$ cat src/rtl/rx_comma_align_20b.sv
`timescale 1ns/1ps
// Purpose: 7-bit comma aligner for a 20-bit GT receive word. It finds the comma
//          bit offset and runs a HUNT/CHECK/LOCKED sync FSM.
// Latency: 1 clk from rwenb to dout/comma_lo/dout_valid/realign.
// Backpressure: none; a word is consumed every cycle and there is no stall path.
// Ports: clk, rst (async active-low) | rwenb raw word, bit 0 earliest |
//        dout aligned word, dout[9:0] earlier code group, bit 0 = 'a' | dout_valid (LOCKED) |
//        comma_lo comma in dout[6:0] | sync_state 0/1/2 | offset 0..19 | realign offset-change pulse
module rx_comma_align_20b #(
  parameter int LOCK_CNT = 3,
  parameter int LOSS_CNT = 4
) (
  input  logic        clk,
  input  logic        rst,
  input  logic [19:0] rwenb,
  output logic [19:0] dout,
  output logic        dout_valid,
  output logic        comma_lo,
  output logic [1:0]  sync_state,
  output logic [4:0]  offset,
  output logic        realign
);

  typedef enum logic [1:0] {
    HUNT   = 2'd0,
    CHECK  = 2'd1,
    LOCKED = 2'd2
  } state_t;

  state_t      state, state_nxt;
  logic [19:0] prev;
  logic [39:0] w;
  logic [19:0] hit;
  logic        any_hit, cur_hit;
  logic [4:0]  first_k, off_nxt;
  logic [3:0]  good_cnt, good_nxt, good_inc;
  logic [3:0]  miss_cnt, miss_nxt, miss_inc;

  // w[0] is the oldest bit: previous word in the low half.
  assign w = {rwenb, prev};

  // Comma at k when bits a..g (w[k]..w[k+6]) read 0011111 or 1100000.
  always_comb begin
    hit = '0;
    for (int k = 0; k < 20; k++) begin
      hit[k] = (w[k +: 7] == 7'b1111100) || (w[k +: 7] == 7'b0000011);
    end
  end

  // Lowest matching candidate wins; scanning downwards lets the lowest overwrite.
  always_comb begin
    first_k = '0;
    for (int k = 19; k >= 0; k--) begin
      if (hit[k]) first_k = 5'(k);
    end
  end

  assign any_hit = |hit;
  assign cur_hit = hit[offset];

  // Counters saturate at 15 so an oversized run can never wrap back below the threshold.
  assign good_inc = (good_cnt == 4'hF) ? 4'hF : good_cnt + 4'd1;
  assign miss_inc = (miss_cnt == 4'hF) ? 4'hF : miss_cnt + 4'd1;

  always_comb begin
    state_nxt = state;
    off_nxt   = offset;
    good_nxt  = good_cnt;
    miss_nxt  = miss_cnt;
    case (state)
      HUNT: begin
        if (any_hit) begin
          off_nxt   = first_k;
          good_nxt  = 4'd1;
          miss_nxt  = '0;
          state_nxt = CHECK;
        end
      end
      CHECK: begin
        if (cur_hit) begin
          good_nxt = good_inc;
          if (good_inc >= 4'(LOCK_CNT)) begin
            state_nxt = LOCKED;
            miss_nxt  = '0;
          end
        end else if (any_hit) begin
          // Only foreign commas: restart qualification at the new position.
          off_nxt  = first_k;
          good_nxt = 4'd1;
        end
      end
      LOCKED: begin
        // A comma at our own offset wins even if other offsets also match.
        if (cur_hit) begin
          miss_nxt = '0;
        end else if (any_hit) begin
          miss_nxt = miss_inc;
          if (miss_inc >= 4'(LOSS_CNT)) begin
            // Offset is held; HUNT re-acquires it from the next comma.
            state_nxt = HUNT;
            good_nxt  = '0;
            miss_nxt  = '0;
          end
        end
      end
      default: state_nxt = HUNT;
    endcase
  end

  always_ff @(posedge clk or negedge rst) begin
    if (!rst) begin
      state      <= HUNT;
      prev       <= '0;
      offset     <= '0;
      good_cnt   <= '0;
      miss_cnt   <= '0;
      dout       <= '0;
      comma_lo   <= 1'b0;
      dout_valid <= 1'b0;
      realign    <= 1'b0;
    end else begin
      state      <= state_nxt;
      prev       <= rwenb;
      offset     <= off_nxt;
      good_cnt   <= good_nxt;
      miss_cnt   <= miss_nxt;
      // Output uses the post-update offset so a realign takes effect on the same word.
      dout       <= w[{1'b0, off_nxt} +: 20];
      comma_lo   <= hit[off_nxt];
      dout_valid <= (state_nxt == LOCKED);
      realign    <= (off_nxt != offset);
    end
  end

  assign sync_state = state;

endmodule

$ cat config.mk
export PLATFORM = sky130hd
export DESIGN_NAME = rx_comma_align_20b
export DESIGN_NICKNAME = d
export VERILOG_FILES = /design/src/rtl/rx_comma_align_20b.sv
export SDC_FILE = /design/constraint.sdc
export NUM_CORES = 1
export LEC_CHECK = 0
export CAP_MARGIN = 40
export CELL_PAD_IN_SITES_DETAIL_PLACEMENT = 1
export CELL_PAD_IN_SITES_GLOBAL_PLACEMENT = 1
export CORE_UTILIZATION = 40
export DETAILED_ROUTE_END_ITERATION = 8
export HOLD_SLACK_MARGIN = 0.02
export PLACE_DENSITY_LB_ADDON = 0.1
export SKIP_LAST_GASP = 1
export SLEW_MARGIN = 15
export SYNTH_ARGS = -nofsm -noshare
export SYNTH_HDL_FRONTEND = slang
export SYNTH_SLANG_ARGS = --single-unit
$ cat constraint.sdc
create_clock -name clk -period 4.3 [get_ports clk]
set_clock_uncertainty 0.2 [all_clocks]
set_input_delay 0.43 -clock clk [delete_from_list [all_inputs] [get_ports clk]]
set_output_delay 0.43 -clock clk [all_outputs]
set_load 0.1 [all_outputs]
==> results.toml <==
[floorplanning]
die_y_um = 121
rows = 43
initial_core_util_pct = 41.1
die_x_um = 121
dieArea_um2 = 14700
ioPinCount = 52
core-area_um2 = 13900

[timing]
worstMarginPinSlew_ns = 0.593
drv_slew = 0
relSlewSlack_pct = 59.7
whs_ns = 0.288
fin_crit_ns = 4.84
fmax_mhz = 206
setup_slack_ns = -0.543
min_period_over_period_pct = 113
report.final.hold_viol_count = 0
setup_viol = 21

[global_route]
gr-total-overflow = 0
grt_pass1_wl_mm = 43.5
use_met3_pct = 6.34
use_met2_pct = 65.2
grt_pass1_vias = 7371
grt-busiest-layer = "met2"
grt_antenna_before_repair = 0
grt_util_met1_pct = 50.9
grt_use_total_pct = 39.5
grt_max_degree = 59

[critical_path]
critical_path_required_ns = 4.30
cp.arrival_ns = 4.85
max_stage_delay_ns = 0.50
path_class = "reg -> reg"
cp_common_cell = "buf_4"
critical-path-top-delay-family = "compound AO/OA/AOI/OAI gates"
path_cells = "or2_2, nor3_1, a21oi_1, a221oi_2, buf_4, a31o_1, o211a_1, nor2_4, nor2_8, clkinv_8, buf_6, mux2i_2, buf_4, o22ai_2, a22oi_1, o2111a_1, o21ai_0"
cp_max_fo = 9
critical-path-slowest-cell = "dfrtp_1"
cp-start-kind = "flop"
endpoint_kind = "flop"
crit_buf_inv = 4

[synthesis]
postSynthCellCount = 688
synth_top_cell_by_area = "dfrtp_1"
post-synth-top-area-fraction_pct = 25.4
yosys_warnings = 0
async_flop_share_pct = 100
synth_area_um2 = 5710
ys_seq_elements = 58
synth_fp_nets = 716
ys_seq_area_share_pct = 25.4
synth-edff-count = 0
synth_area_leaders = "dfrtp_1, mux2i_1, nor2_1"
synth_flop_cell = "dfrtp_1"
avgSynthCellArea_um2 = 8.29
synth_cell_types = 87

[power]
p_clk_share_pct = 8.5
net-switching-power_w = 0.00449
power.internal_w = 0.00401
peakVddDrop_v = 0.000607
pwr-share-comb_pct = 81.1
seqPwrFrac_pct = 10.4
power_w = 0.00849
p_per_area_nw_per_um2 = 897
p_leak_nw = 4.01
swShare_pct = 52.8

[detailed_routing]
drc_errors = 0
wl_mm = 34.6
first_pass_iters = 6
ant_nets = 0
via_count = 7993
drt_iter0_markers = 1028
vias_per_cell = 7.00
wl_per_cell_um = 30.3

[clocking]
tritoncts = "built"
clk_latency_ns = 0.38
cts_made_buffers = 9
ctsHtreeMaxLevel = 3
root_buffer = "clkbuf_16"
clkTransAtPathRegs_ns = 0.07
clk_path_buf_depth = 2
cts_sinks = 58

[final_layout]
multiInputGateArea_um2 = 4550
num_antenna_cells = 0
drive_gt1_share_pct = 41.3
fin_cells = 1142
final_nets = 985
final_common_cell = "buf_4"
finalInstanceArea_um2 = 9470
most-common-layout-cells = "buf_4, nor2_1, nand2_1, clkdlybuf4s50_1, mux2i_1"
syn2layout_area_growth_pct = 66.0
num-fill-cells = 1519
regArea_um2 = 1470

[worst_hold_path]
min_path_type = "in -> async"

[outcome]
violations = "setup timing"
status = "finished, violations left"

[placed_design]
dp_hpwl_mm = 22.1
port_buffers = 51
placed_area_um2 = 8240
dp_slack_ns = -0.654
gp_congestion = 0.998
dp_cells = 1100

[run]
cap_violations = 0
-- synth_stat cells, drive strengths merged (4+ instances only) --
library cell / n
mux2i: 80
nor2: 73
dfrtp: 58
nand2: 49
nand3: 30
a21oi: 28
buf: 28
o21ai: 28
inv: 22
clkbuf: 20
o22ai: 18
nor3: 15
a22oi: 14
a211oi: 13
and3: 12
nand2b: 10
nand3b: 9
nand4: 9
a31oi: 8
mux2: 8
and4: 7
o211ai: 7
or3: 7
ha: 6
nor3b: 6
nor4b: 6
o21a: 6
or2: 6
or3b: 6
a221oi: 5
a2bb2oi: 5
a32oi: 5
nor2b: 5
o221ai: 5
o32a: 5
a211o: 4
a22o: 4
o22a: 4
o32ai: 4
or4: 4
-- per-stage QoR --
stage | util [%] | setup TNS, ns
finish | 68.2 | -7.47
global placement | 55.9 | -6.50
detailed placement | 59.3 | -7.91
CTS | 62.3 | -0.0300
floorplan | - | 0
global route | 68.2 | -7.87
-- repair_timing --
item / CTS / global route
buffers inserted: 0 / 21
endpoints found under the hold margin: 0 / 2
hold buffers: 0 / 1
pin swaps: 2 / 18
setup endpoints to repair: 21 / 21
cloned: 1 / 2
resized for setup: 26 / 112
-- per-layer routing --
metal	wire [um]	vias up	part of all wire [%]
met3	3530	232	10
met5	0	-	0
met1	12600	3929	36
met4	2530	0	7.3
li1	-	3189	-
met2	16000	643	46
-- final cells by class --
type,instances,area share [%]
inverter,23,1.07
clock inverter,7,0.489
tap,180,2.38
clock buffer,9,2.38
timing repair inverter,1,0.0925
multi-input combinational,559,48.0
sequential,58,15.5
timing repair buffer,305,30.1
-- worst paths after layout --
check                             from     endpoint  slack (ns)  depth (start not counted)
setup / recovery              prev[19]      dout[7]       -0.54                         17
hold / removal                     rst    offset[2]        0.29                          3
setup reg to reg              prev[19]      dout[7]       -0.54                         17
hold reg to reg            miss_cnt[1]  miss_cnt[1]        0.33                          2
max in group asynchronous          rst      prev[6]        3.09                          4
min in group clk           miss_cnt[1]  miss_cnt[1]        0.33                          2
-- logic make-up after synthesis --
family,after synthesis,synth area share (%)
and+or+nand+nor,267,25.5
AOI/OAI and AO/OA,195,25.2
muxes,91,16.9
buffers and inverters,71,5.70
DFF,58,25.4
adders and majority gates,6,1.32
-- tightest hold or removal path: cells and delay by family --
family / cells / cell delay [ns]
buf+inv: 3 / 0.75
-- power by group through the flow --
stage          Sequential (W)  Combinational (W)  Clock, W
6_report             0.000885            0.00689  0.000718
5_1_grt              0.000898            0.00706  0.000739
4_1_cts              0.000876            0.00593  0.000688
3_5_place_dp         0.000880            0.00575         0
3_3_place_gp         0.000863            0.00519         0
2_1_floorplan         0.00176            0.00218         0
-- registers in the layout (all words and copies together), names as in the netlist --
register / count
comma_lo: 1
prev: 20
good_cnt: 4
offset: 5
miss_cnt: 4
realign: 1
sync_state: 2
dout: 20
dout_valid: 1
Note: power is estimated with default switching activity, not from simulation.
